### config.mk
export PLATFORM = sky130hd
export DESIGN_NAME = mem_arbiter_flat
export DESIGN_NICKNAME = d
export VERILOG_FILES = /design/src/rtl/mem_arb_pkg.sv /design/src/rtl/mem_arbiter_if.sv /design/src/rtl/rr_arb2.sv /design/src/rtl/mem_arbiter.sv /design/src/flat_wrapper.sv
export SDC_FILE = /design/constraint.sdc
export NUM_CORES = 1
export LEC_CHECK = 0
export ABC_AREA = 1
export BUFFER_PORTS_ARGS = -buffer_cell sky130_fd_sc_hd__buf_2
export CORE_ASPECT_RATIO = 1.2
export CORE_MARGIN = 5
export CORE_UTILIZATION = 25
export CTS_CLUSTER_DIAMETER = 60
export DETAILED_ROUTE_END_ITERATION = 10
export PLACE_DENSITY = 0.49
export SYNTH_ARGS = -nofsm -noshare
export SYNTH_HDL_FRONTEND = slang
export SYNTH_HIERARCHICAL = 1
export SYNTH_SLANG_ARGS = --single-unit
### constraint.sdc
create_clock -name clk -period 1.7 [get_ports clk]
set_input_delay 0.255 -clock clk [delete_from_list [all_inputs] [get_ports clk]]
set_output_delay 0.255 -clock clk [all_outputs]
set_load 0.01 [all_outputs]
### src/rtl/mem_arb_pkg.sv
// mem_arb_pkg
// Shared definitions for the two-requester memory arbiter:
//   - state_t     : arbiter FSM states (IDLE, ACCESS, RESP)
//   - FETCH / LSU : requester index constants (bit positions in req_valid etc.)
//   - DEF_*       : default geometry (memory depth, address and data widths)
package mem_arb_pkg;

    typedef enum logic [1:0] {
        IDLE   = 2'd0,
        ACCESS = 2'd1,
        RESP   = 2'd2
    } state_t;

    localparam int FETCH = 0;
    localparam int LSU   = 1;

    localparam int DEF_DEPTH = 32;
    localparam int DEF_AW    = 32;
    localparam int DEF_DW    = 32;

endpackage

### src/rtl/mem_arbiter_if.sv
// mem_arbiter_if
// Bundles the requester handshake, response and memory-side signals of the
// arbiter.
//   Requester -> arbiter : req_valid[1:0], req_we[1:0], req_addr0/1, req_wdata0/1
//   Arbiter -> requester : req_ready[1:0], rsp_valid[1:0], rsp_rdata, rsp_err
//   Arbiter -> memory    : mem_en, mem_we, mem_addr, mem_wdata
//   Memory -> arbiter    : mem_rdata (synchronous read, 1-cycle latency)
// Modports: slave = arbiter view, master = requester/memory environment view.
interface mem_arbiter_if #(
    parameter int AW    = 32,
    parameter int DW    = 32,
    parameter int DEPTH = 32
);
    localparam int MAW = (DEPTH > 1) ? $clog2(DEPTH) : 1;

    logic [1:0]     req_valid;
    logic [1:0]     req_we;
    logic [AW-1:0]  req_addr0;
    logic [AW-1:0]  req_addr1;
    logic [DW-1:0]  req_wdata0;
    logic [DW-1:0]  req_wdata1;
    logic [1:0]     req_ready;
    logic [1:0]     rsp_valid;
    logic [DW-1:0]  rsp_rdata;
    logic           rsp_err;
    logic           mem_en;
    logic           mem_we;
    logic [MAW-1:0] mem_addr;
    logic [DW-1:0]  mem_wdata;
    logic [DW-1:0]  mem_rdata;

    modport slave (
        input  req_valid, req_we, req_addr0, req_addr1, req_wdata0, req_wdata1,
        input  mem_rdata,
        output req_ready, rsp_valid, rsp_rdata, rsp_err,
        output mem_en, mem_we, mem_addr, mem_wdata
    );

    modport master (
        output req_valid, req_we, req_addr0, req_addr1, req_wdata0, req_wdata1,
        output mem_rdata,
        input  req_ready, rsp_valid, rsp_rdata, rsp_err,
        input  mem_en, mem_we, mem_addr, mem_wdata
    );

endinterface

### src/rtl/rr_arb2.sv
// rr_arb2
// Two-way grant selection, purely combinational.
//   req[1:0]   : pending requests (bit 0 fetch, bit 1 load/store)
//   last_grant : index of the most recently granted requester
//   gnt[1:0]   : one-hot grant, zero when no request is pending
// Build option MEM_ARB_RR_EN: when defined, a tie goes to the requester that
// was not granted last; otherwise fetch always wins a tie.
module rr_arb2
    import mem_arb_pkg::*;
(
    input  logic [1:0] req,
    input  logic       last_grant,
    output logic [1:0] gnt
);

`ifdef MEM_ARB_RR_EN
    always_comb begin
        gnt = 2'b00;
        case (req)
            2'b01:   gnt = 2'b01;
            2'b10:   gnt = 2'b10;
            // Tie: favour whichever side did not win the previous accept.
            2'b11:   gnt = last_grant ? 2'b01 : 2'b10;
            default: gnt = 2'b00;
        endcase
    end
`else
    // Fixed priority has no use for history; sink it so the port stays uniform.
    logic w_unused_last_grant;
    assign w_unused_last_grant = last_grant;

    always_comb begin
        gnt = 2'b00;
        if (req[FETCH]) begin
            gnt[FETCH] = 1'b1;
        end else if (req[LSU]) begin
            gnt[LSU] = 1'b1;
        end
    end
`endif

endmodule

### src/rtl/mem_arbiter.sv
// mem_arbiter
// Shares one synchronous-read memory between a fetch requester (index 0) and
// a load/store requester (index 1). Each access takes three cycles:
//   T   IDLE   : one request granted (req_ready one-hot), its fields latched
//   T+1 ACCESS : memory strobed if the address is in range
//   T+2 RESP   : rsp_valid pulsed for the granted requester with data/error
// Ports:
//   clk   : clock, all state changes on the rising edge
//   rst_n : synchronous active-low reset
//   bus   : mem_arbiter_if.slave (requester handshake + memory port)
// Build option MEM_ARB_RR_EN: round-robin tie-break using a last-grant
// register (reset to 1 so fetch wins the first tie); fixed priority otherwise.
module mem_arbiter
    import mem_arb_pkg::*;
#(
    parameter int DEPTH = DEF_DEPTH,
    parameter int AW    = DEF_AW,
    parameter int DW    = DEF_DW
) (
    input  logic          clk,
    input  logic          rst_n,
    mem_arbiter_if.slave  bus
);

    localparam int MAW = (DEPTH > 1) ? $clog2(DEPTH) : 1;

    state_t        r_state;
    state_t        w_state_next;
    logic          r_idx;
    logic          r_we;
    logic [AW-1:0] r_addr;
    logic [DW-1:0] r_wdata;

    logic [1:0]    w_gnt;
    logic          w_gnt_idx;
    logic          w_accept;
    logic          w_in_range;
    logic          w_last_grant;

`ifdef MEM_ARB_RR_EN
    logic          r_last_grant;

    always_ff @(posedge clk) begin
        if (!rst_n) begin
            r_last_grant <= 1'b1;
        end else if (w_accept) begin
            r_last_grant <= w_gnt_idx;
        end
    end

    assign w_last_grant = r_last_grant;
`else
    assign w_last_grant = 1'b1;
`endif

    rr_arb2 u_arb (
        .req        (bus.req_valid),
        .last_grant (w_last_grant),
        .gnt        (w_gnt)
    );

    assign w_gnt_idx = w_gnt[LSU];
    assign w_accept  = (r_state == IDLE) && rst_n && (w_gnt != 2'b00);
    // Full-width compare so stray upper address bits are flagged, not aliased.
    assign w_in_range = (r_addr < AW'(DEPTH));

    always_ff @(posedge clk) begin
        if (!rst_n) begin
            r_state <= IDLE;
            r_idx   <= 1'b0;
            r_we    <= 1'b0;
            r_addr  <= '0;
            r_wdata <= '0;
        end else begin
            r_state <= w_state_next;
            if (w_accept) begin
                r_idx   <= w_gnt_idx;
                r_we    <= bus.req_we[w_gnt_idx];
                r_addr  <= w_gnt_idx ? bus.req_addr1  : bus.req_addr0;
                r_wdata <= w_gnt_idx ? bus.req_wdata1 : bus.req_wdata0;
            end
        end
    end

    // Outputs are decoded from state and gated by rst_n so that every output
    // reads zero during a reset cycle, regardless of where the FSM was.
    always_comb begin
        w_state_next  = r_state;
        bus.req_ready = 2'b00;
        bus.rsp_valid = 2'b00;
        bus.rsp_rdata = '0;
        bus.rsp_err   = 1'b0;
        bus.mem_en    = 1'b0;
        bus.mem_we    = 1'b0;
        bus.mem_addr  = '0;
        bus.mem_wdata = '0;

        case (r_state)
            IDLE: begin
                if (rst_n) begin
                    bus.req_ready = w_gnt;
                end
                if (w_accept) begin
                    w_state_next = ACCESS;
                end
            end

            ACCESS: begin
                w_state_next = RESP;
                if (rst_n && w_in_range) begin
                    bus.mem_en    = 1'b1;
                    bus.mem_we    = r_we;
                    bus.mem_addr  = r_addr[MAW-1:0];
                    bus.mem_wdata = r_wdata;
                end
            end

            RESP: begin
                w_state_next = IDLE;
                if (rst_n) begin
                    bus.rsp_valid = r_idx ? 2'b10 : 2'b01;
                    bus.rsp_err   = !w_in_range;
                    // Memory data is only meaningful for an in-range read.
                    if (!r_we && w_in_range) begin
                        bus.rsp_rdata = bus.mem_rdata;
                    end
                end
            end

            default: w_state_next = IDLE;
        endcase
    end

endmodule

### src/flat_wrapper.sv
// flat-port wrapper written by rule: the top's interface ports become plain ports
module mem_arbiter_flat import mem_arb_pkg::*;
#(
    parameter int DEPTH = DEF_DEPTH,
    parameter int AW    = DEF_AW,
    parameter int DW    = DEF_DW
)
  (clk, rst_n, bus_req_valid, bus_req_we, bus_req_addr0, bus_req_addr1, bus_req_wdata0, bus_req_wdata1, bus_mem_rdata, bus_req_ready, bus_rsp_valid, bus_rsp_rdata, bus_rsp_err, bus_mem_en, bus_mem_we, bus_mem_addr, bus_mem_wdata);
  mem_arbiter_if #(.AW(AW), .DW(DW), .DEPTH(DEPTH)) bus_i ();
  input  logic clk;
  input  logic rst_n;
  input wire logic [$bits(bus_i.req_valid)-1:0] bus_req_valid;
  input wire logic [$bits(bus_i.req_we)-1:0] bus_req_we;
  input wire logic [$bits(bus_i.req_addr0)-1:0] bus_req_addr0;
  input wire logic [$bits(bus_i.req_addr1)-1:0] bus_req_addr1;
  input wire logic [$bits(bus_i.req_wdata0)-1:0] bus_req_wdata0;
  input wire logic [$bits(bus_i.req_wdata1)-1:0] bus_req_wdata1;
  input wire logic [$bits(bus_i.mem_rdata)-1:0] bus_mem_rdata;
  output wire logic [$bits(bus_i.req_ready)-1:0] bus_req_ready;
  output wire logic [$bits(bus_i.rsp_valid)-1:0] bus_rsp_valid;
  output wire logic [$bits(bus_i.rsp_rdata)-1:0] bus_rsp_rdata;
  output wire logic [$bits(bus_i.rsp_err)-1:0] bus_rsp_err;
  output wire logic [$bits(bus_i.mem_en)-1:0] bus_mem_en;
  output wire logic [$bits(bus_i.mem_we)-1:0] bus_mem_we;
  output wire logic [$bits(bus_i.mem_addr)-1:0] bus_mem_addr;
  output wire logic [$bits(bus_i.mem_wdata)-1:0] bus_mem_wdata;
  assign bus_i.req_valid = bus_req_valid;
  assign bus_i.req_we = bus_req_we;
  assign bus_i.req_addr0 = bus_req_addr0;
  assign bus_i.req_addr1 = bus_req_addr1;
  assign bus_i.req_wdata0 = bus_req_wdata0;
  assign bus_i.req_wdata1 = bus_req_wdata1;
  assign bus_i.mem_rdata = bus_mem_rdata;
  assign bus_req_ready = bus_i.req_ready;
  assign bus_rsp_valid = bus_i.rsp_valid;
  assign bus_rsp_rdata = bus_i.rsp_rdata;
  assign bus_rsp_err = bus_i.rsp_err;
  assign bus_mem_en = bus_i.mem_en;
  assign bus_mem_we = bus_i.mem_we;
  assign bus_mem_addr = bus_i.mem_addr;
  assign bus_mem_wdata = bus_i.mem_wdata;
  mem_arbiter #(.DEPTH(DEPTH), .AW(AW), .DW(DW)) u_core (.clk(clk), .rst_n(rst_n), .bus(bus_i));
endmodule
==> impl_metrics.csv, run 1 <==
group,metric,value,unit
run_status,status,"finished, violations left",
run_status,violations,"negative setup slack",
job,max_cap_violations,0,
global_routing,antenna_found_initial,0,
pwr,p_total,0.00462,W
sta,period_needed,1.97,ns
pwr,internal_power,0.00343,W
global_routing,grt_overflow,0,
pwr,pwr-share-seq,39.1,%
floorplanning,fp.dieH,148,µm
worst_hold_path,hold_path_class,"primary input to flop",
floorplanning,start_util,25.4,%
critical_path,reg2reg_setup_slack,0.24,ns
floorplanning,die_w,125,µm
sta,relSlewSlack,68.3,%
sta,clock.fmax,0.507,GHz
route,drt-total-wl,14200,µm
sta,hold_violations,0,
pwr,combPwrFrac,19.4,%
cts,cts.sinks,68,
place,placed_cells,1005,
cts,cts_made_buffers,9,
route,via_per_inst,4.26,
critical_path,cp.arrival,1.72,ns
layout,final_util,39.7,%
layout,fin_cells,1026,
floorplanning,core_area,0.0155,mm²
critical_path,crit_required,1.44,ns
cts,cts-root-buf,"clkbuf_16",
cts,clkTransAtPathRegs,0.06,ns
pwr,power_density,750,mW/mm²
sta,slew_viol_final,0,
sta,worst_pin_slew,0.475,ns
sta,period_share,116,%
synth,synth_area,0.00394,mm²
sta,rsz0062_at_grt,"yes",
layout,num_antenna_cells,0,
place,port_buffers,241,
route,drt-pass1-iter-count,4,
layout,nNetsFinal,980,
global_routing,grt_pass1_vias,4430,
pwr,irDropWorstVdd,374,µV
sta,setup_slack,-0.272,ns
pwr,p_switching,0.00119,W
pwr,power_leakage,2.89,nW
global_routing,grt_max_degree,51,
route,drc_errors,0,
global_routing,grt_pass1_wl,21700,µm
cts,cts_tree,"done",
layout,final_layout_size_suffix_gt1_share,51.1,%
cts,clockBufferDepth,2,
route,vias,4368,
global_routing,grtUsageTotal,14.5,%
sta,setup_violations,71,
route,final_antenna_net_count,0,
layout,layout-area-overhead-vs-synth,56.5,%
critical_path,setup.worst_path.start_class,"flop",
sta,fin_skew,0.00547,ns
sta,hold_ws,0.245,ns
sta,setup_tns,-16.68,ns
place,place_congestion,0.986,
pwr,sw_frac_of_total,25.7,%
critical_path,crit_type,"flop to output port",
synth,synth_area_per_cell,6.85,µm²
route,wl_per_cell,13.8,µm
floorplanning,num_io_pins,242,
cts,clk_latency,0.32,ns
route,drt_iter0_drc,107,
cts,htreeDepth,3,
floorplanning,rows,50,
synth,synth_cells,575,
synth,syn_nets,741,
floorplanning,die_area,0.0184,mm²
place,dpl.hpwl,10400,µm
synth,ys_warn_count,6,
critical_path,crit_path_end_kind,"output port",
critical_path,crit_fanout,8,
pwr,p_clk_share,41.5,%
==> stage by stage <==
stage	instance area, µm²	setup slack (ns)
floorplan	3940	0.210
global placement	5460	-0.00681
detailed placement	5460	-0.0189
CTS	5880	-0.292
global route	6170	-0.419
finish	6170	-0.272
==> final cells by class <==
class	instances	area, µm²
flip-flops and latches	68	1380
clock buffers	12	267
multi-input cells	404	2350
fillers	1626	9350
inverters	64	240
clock inverters	3	45.0
repair buffers	267	1630
well taps	208	260
==> repair_timing <==
action,in CTS,in global routing
gates cloned,2,2
setup buffers,2,0
pin swaps,0,11
gates resized for setup,19,82
setup endpoints to repair,73,76
hold buffers,0,0
hold endpoints to repair,0,0
==> sequential cells by signal, indices dropped and copies added (netlist names) <==
| register | flops |
|---|---|
| u_core/r_wdata | 32 |
| u_core/r_idx | 1 |
| u_core/r_state | 2 |
| u_core/r_addr | 32 |
| u_core/r_we | 1 |
==> placed cells by master, fill, tap and decap left out <==
cell type	n
buf_12	7
o21ai_0	26
clkbuf_8	3
a21oi_1	2
buf_2	229
bufinv_16	1
buf_6	15
nor2_4	16
buf_4	12
nand2_1	43
buf_16	1
inv_1	54
nor2_1	177
o21ai_4	1
nand2_2	4
dfxtp_1	57
clkinvlp_4	2
nor3_4	2
mux2_2	65
o21ai_1	39
dfxtp_2	11
clkbuf_16	10
nand3_4	2
and2_1	2
nor2_2	25
buf_8	2
inv_2	10
==> power by group through the flow <==
stage	logic [W]	clock network, W	registers, W
finish	0.000899	0.00192	0.00181
global route	0.00102	0.00207	0.00182
CTS	0.000879	0.00199	0.00180
detailed placement	0.000852	0	0.00183
global placement	0.000849	0	0.00183
floorplan	0.000513	0	0.00182
==> path summary, 6_finish.rpt <==
path                             startpoint                             end  depth (start not counted)
max          u_core/r_addr[19]$_SDFFE_PN0P_               bus_rsp_rdata[21]                          8
min                                   rst_n  u_core/r_state[1]$_SDFFE_PN0P_                          3
max reg2reg  u_core/r_state[1]$_SDFFE_PN0P_  u_core/r_addr[10]$_SDFFE_PN0P_                          7
min reg2reg  u_core/r_state[1]$_SDFFE_PN0P_  u_core/r_state[1]$_SDFFE_PN0P_                          1
==> per-layer routing <==
metal / share of wire [%] / track usage, % / vias to the layer above
met2: 50 / 26.0 / 186
met4: 2.6 / 5.32 / 0
met1: 40 / 15.8 / 1907
li1: - / - / 2254
met5: 0 / 0 / -
met3: 8.2 / 4.84 / 21
==> critical path: stages (launching register included) <==
cell and delay [ns]:
dfxtp_2 0.32, nor2_1 0.08, and2_1 0.14, nand2_2 0.06, nor2_4 0.18, nand3_4 0.17
buf_8 0.20, nor2_2 0.09, buf_2 0.14
Note: power is estimated with default switching activity, not from simulation.
==> inputs of run 2 (changes only) <==
Settings changed: SKIP_CTS_REPAIR_TIMING from default to 1.
==> run 2 against run 1 <==
Effect of this change:
- the run still ends with negative setup slack left
- clock power about the same
- core utilization rose by 1.2 points
- power increased by 0.20%
- via count grew 0.78%
- combinational power up 2%
- hold slack better by 0.0018 ns
- sequential share of layout area decreased by 0.68 points
- register-to-register slack worse by 0.09 ns
- first-iteration DRC count decreased by 8.4%
- sequential cell count unchanged
- sequential power about the same
- global-route usage fell by 0.33 points
- critical path type unchanged
==> impl_metrics.csv, run 2 (same netlist as run 1, synthesis figures left out) <==
group,metric,value,unit
run_status,status,"finished, violations left",
run_status,violations,"negative setup slack",
route,drt-pass1-iter-count,4,
sta,setup_slack,-0.301,ns
floorplanning,die_w,125,µm
sta,slew_viol_final,0,
layout,final_util,41.0,%
sta,fin_skew,0.00535,ns
sta,period_share,118,%
pwr,power_leakage,2.93,nW
place,dpl.hpwl,10400,µm
layout,fin_cells,1028,
layout,final_layout_size_suffix_gt1_share,50.1,%
floorplanning,die_area,0.0184,mm²
layout,final_common_cell,"buf_2",
pwr,irDropWorstVdd,359,µV
layout,top_regs,"u_core/r_addr: 32 flops, u_core/r_wdata: 32 flops, u_core/r_state: 2 flops",
cts,cts_made_buffers,9,
floorplanning,rows,50,
sta,period_needed,2.00,ns
cts,cts.sinks,68,
worst_hold_path,hold_path_class,"primary input to flop",
sta,clock.fmax,0.500,GHz
pwr,power_density,728,mW/mm²
floorplanning,core_area,0.0155,mm²
layout,nNetsFinal,982,
critical_path,crit_required,1.44,ns
cts,clockBufferDepth,2,
floorplanning,start_util,25.4,%
layout,final.fill_count,1628,
layout,regArea,0.00138,mm²
route,drt-total-wl,14400,µm
sta,setup_violations,72,
route,wl_per_cell,14.0,µm
floorplanning,num_io_pins,242,
layout,final_cell_mix,"buf_2 (215), nor2_1 (183), mux2_2 (65)",
cts,cts_tree,"done",
sta,rsz0062_at_grt,"yes",
place,placed_cells,1005,
cts,clk_latency,0.32,ns
job,max_cap_violations,0,
pwr,p_total,0.00463,W
global_routing,antenna_found_initial,0,
sta,relSlewSlack,68.1,%
layout,design_area,0.00636,mm²
floorplanning,fp.dieH,148,µm
route,drt_iter0_drc,98,
global_routing,grt_max_degree,51,
critical_path,crit_fanout,14,
cts,clkTransAtPathRegs,0.06,ns
global_routing,grtUsageTotal,14.1,%
layout,layout-area-overhead-vs-synth,61.4,%
layout,multi_input_area,0.00241,mm²
global_routing,grt_overflow,0,
cts,cts-root-buf,"clkbuf_16",
route,final_antenna_net_count,0,
layout,num_antenna_cells,0,
route,drc_errors,0,
place,port_buffers,241,
route,via_per_inst,4.28,
sta,hold_violations,0,
critical_path,crit_type,"flop to output port",
global_routing,grt_pass1_vias,4370,
global_routing,grt_pass1_wl,21300,µm
sta,worst_pin_slew,0.478,ns
critical_path,crit_path_end_kind,"output port",
cts,htreeDepth,3,
critical_path,setup.worst_path.start_class,"flop",
route,vias,4402,
place,dpl_cell_area,0.00546,mm²
critical_path,cp.arrival,1.75,ns
place,place_congestion,0.986,
[run 2: layout make-up]
type / count / area share (%)
multi-input cells: 404 / 37.9
repair buffers: 269 / 27.6
flip-flops and latches: 68 / 21.6
clock buffers: 12 / 4.19
well taps: 208 / 4.09
inverters: 64 / 3.82
clock inverters: 3 / 0.708
[run 2: critical path, stage by stage, from the launching register on]
cell	delay, ns
dfxtp_1	0.31
nor2_1	0.10
and2_4	0.14
nand2_2	0.06
nor2_4	0.19
nand3_4	0.17
buf_6	0.19
nor2_1	0.12
buf_2	0.15
[run 2: power by group]
group          internal, W  switching [W]
sequential         0.00174      0.0000670
clock              0.00125       0.000665
combinational     0.000457       0.000460
total              0.00344        0.00119
[run 2: routing by layer]
| layer | part of all wire, % | track usage [%] |
|---|---|---|
| met1 | 39 | 15.5 |
| met2 | 50 | 25.0 |
| met3 | 8.1 | 4.84 |
| met4 | 2.7 | 5.70 |
| met5 | 0 | 0 |
[run 2: final timing paths]
path	startpoint	end	slack [ns]	cells past startpoint
min	rst_n	u_core/r_state[1]$_SDFFE_PN0P_	0.25	3
max	u_core/r_addr[16]$_SDFFE_PN0P_	bus_rsp_rdata[0]	-0.30	8
min reg2reg	u_core/r_state[1]$_SDFFE_PN0P_	u_core/r_state[1]$_SDFFE_PN0P_	0.46	1
max reg2reg	u_core/r_state[1]$_SDFFE_PN0P_	u_core/r_addr[10]$_SDFFE_PN0P_	0.15	7
[run 2: per-stage QoR]
step                      setup slack, ns   TNS, ns  hold slack, ns
after detailed placement          -0.0189   -0.0434           0.474
after CTS                          -0.320    -20.18           0.225
after global routing               -0.418    -26.53           0.243
final                              -0.301    -17.47           0.246
after global placement           -0.00681  -0.00695           0.475
after floorplan                     0.210         0           0.389
==> inputs of run 3 (changes only) <==
Settings changed: CORE_ASPECT_RATIO 1.2 to default.
==> run 3 against run 2 <==
Effect of this change:
- the run still ends with negative setup slack left
- clock skew increased by 0.0022 ns
- first-iteration DRC count increased by 14%
- sequential power about the same
- power decreased by 1.7%
- global-route usage decreased by 0.53 points
- die area about the same
- design area decreased by 3.4%
- critical path depth unchanged
- via count decreased by 3.5%
- sequential cell count unchanged
- clock-buffer cell count decreased by 2
- sequential share of layout area increased by 0.56 points
- largest cell class unchanged
- largest power group unchanged
==> impl_metrics.csv, run 3 (same netlist as run 1, synthesis figures left out) <==
group,metric,value,unit
run_status,status,"finished, violations left",
run_status,violations,"negative setup slack",
route,wl_per_cell,13.4,µm
cts,htreeDepth,3,
critical_path,setup.worst_path.start_class,"flop",
global_routing,grtUsageMet2,23.0,%
floorplanning,core_area,0.0153,mm²
global_routing,grt_max_degree,40,
sta,hold_ws,0.235,ns
pwr,pwr-share-seq,39.6,%
critical_path,critPathMostFrequentCell,"nor2_4",
route,drt-pass1-iter-count,4,
pwr,irDropWorstVdd,406,µV
floorplanning,die_area,0.0184,mm²
worst_hold_path,hold_path_class,"primary input to flop",
pwr,power_leakage,2.86,nW
global_routing,top_usage_layer,"met2",
global_routing,grtUsageTotal,13.6,%
layout,final_common_cell,"buf_2",
route,drc_errors,0,
floorplanning,start_util,25.7,%
layout,final.fill_count,1619,
sta,slew_viol_final,0,
layout,regArea,0.00136,mm²
cts,clk_latency,0.33,ns
place,place_congestion,0.706,
critical_path,critPathSlowestCell,"dfxtp_1",
sta,clock.fmax,0.500,GHz
pwr,power_density,741,mW/mm²
floorplanning,fp.dieH,136,µm
place,dpl_cell_area,0.00545,mm²
global_routing,grt_pass1_wl,19900,µm
critical_path,crit_type,"flop to output port",
sta,period_needed,2.00,ns
global_routing,grt_overflow,0,
cts,cts_made_buffers,9,
layout,nNetsFinal,971,
critical_path,crit_required,1.44,ns
critical_path,crit_path_cell_trace,"nor2_1 -> and2_0 -> nand2_2 -> nor2_4 -> nand3_4 -> clkbuf_16 -> nor2_4 -> buf_6",
route,drt_iter0_drc,112,
critical_path,crit_fanout,8,
global_routing,antenna_found_initial,0,
layout,top_regs,"u_core/r_addr: 32 flops, u_core/r_wdata: 32 flops, u_core/r_state: 2 flops",
cts,cts-root-buf,"clkbuf_16",
floorplanning,rows,45,
critical_path,r2r_cells,6,
sta,period_share,118,%
global_routing,grt_pass1_vias,4070,
layout,multi_input_area,0.00237,mm²
place,placed_cells,1002,
route,vias,4246,
layout,layout-area-overhead-vs-synth,55.9,%
layout,final_util,40.1,%
place,dpl.hpwl,9960,µm
layout,final_cell_mix,"buf_2 (221), nor2_1 (182), dfxtp_1 (67)",
layout,num_antenna_cells,0,
critical_path,crit_path_end_kind,"output port",
layout,final_layout_size_suffix_gt1_share,47.8,%
cts,cts.sinks,68,
pwr,sw_frac_of_total,27.3,%
sta,hold_violations,0,
critical_path,cp.arrival,1.75,ns
sta,worst_pin_slew,0.322,ns
floorplanning,die_w,136,µm
sta,fin_skew,0.00753,ns
route,drt-total-wl,13700,µm
route,via_per_inst,4.16,
route,final_antenna_net_count,0,
cts,clockBufferDepth,2,
pwr,internal_power,0.00331,W
sta,rsz0062_at_grt,"yes",
worst_hold_path,hold_depth,3,
global_routing,grt_util_met3,4.27,%
critical_path,slowest_delay,0.31,ns
floorplanning,num_io_pins,242,
pwr,p_clk_share,40.7,%
job,max_cap_violations,0,
pwr,p_switching,0.00124,W
sta,relSlewSlack,78.5,%
layout,fin_cells,1021,
place,port_buffers,241,
sta,setup_violations,71,
layout,design_area,0.00614,mm²
sta,setup_slack,-0.302,ns
cts,cts_tree,"done",
pwr,combPwrFrac,19.7,%
cts,clkTransAtPathRegs,0.06,ns
global_routing,met1_usage,16.4,%
-- run 3: path summary, 6_finish.rpt --
| check | from | to | slack, ns |
|---|---|---|---|
| setup reg to reg | u_core/r_state[0]$_SDFFE_PN0P_ | u_core/r_addr[15]$_SDFFE_PN0P_ | 0.42 |
| hold reg to reg | u_core/r_addr[21]$_SDFFE_PN0P_ | u_core/r_addr[21]$_SDFFE_PN0P_ | 0.49 |
| hold / removal | rst_n | u_core/r_state[1]$_SDFFE_PN0P_ | 0.24 |
| setup / recovery | u_core/r_addr[16]$_SDFFE_PN0P_ | bus_mem_wdata[4] | -0.30 |
-- run 3: power groups by stage --
stage | clock network (W) | registers [W] | logic, W
global route | 0.00199 | 0.00182 | 0.00102
finish | 0.00185 | 0.00180 | 0.000896
CTS | 0.00191 | 0.00180 | 0.000853
detailed placement | 0 | 0.00183 | 0.000848
global placement | 0 | 0.00183 | 0.000848
floorplan | 0 | 0.00182 | 0.000513
-- run 3: cell type report --
type	instances	share of cell area (%)
Inverter	64	3.91
Clock buffer	10	3.73
Timing Repair Buffer	258	26.2
Sequential cell	68	22.2
Tap cell	211	4.30
Clock inverter	6	1.06
Multi-Input combinational cell	404	38.6
-- run 3: metal layers --
metal	share of wire (%)	up-vias	wire length, µm
met5	0	-	0
met4	0.96	0	131
met3	9.9	12	1350
met2	47	171	6480
met1	42	1825	5680
li1	-	2238	-
-- run 3: critical path: cells and delay by family, from the launching register on --
family                 cells  cell delay, ns
and+or+nand+nor            6            0.75
buffers and inverters      2            0.36
DFF                        1            0.31
-- run 3: through the flow --
| step | setup TNS (ns) | setup slack, ns | total power, W |
|---|---|---|---|
| after global placement | -0.0733 | -0.0458 | 0.00268 |
| after global routing | -25.66 | -0.410 | 0.00482 |
| after detailed placement | -0.111 | -0.0594 | 0.00268 |
| final | -17.83 | -0.302 | 0.00455 |
| after CTS | -21.60 | -0.440 | 0.00456 |
| after floorplan | 0 | 0.210 | 0.00233 |
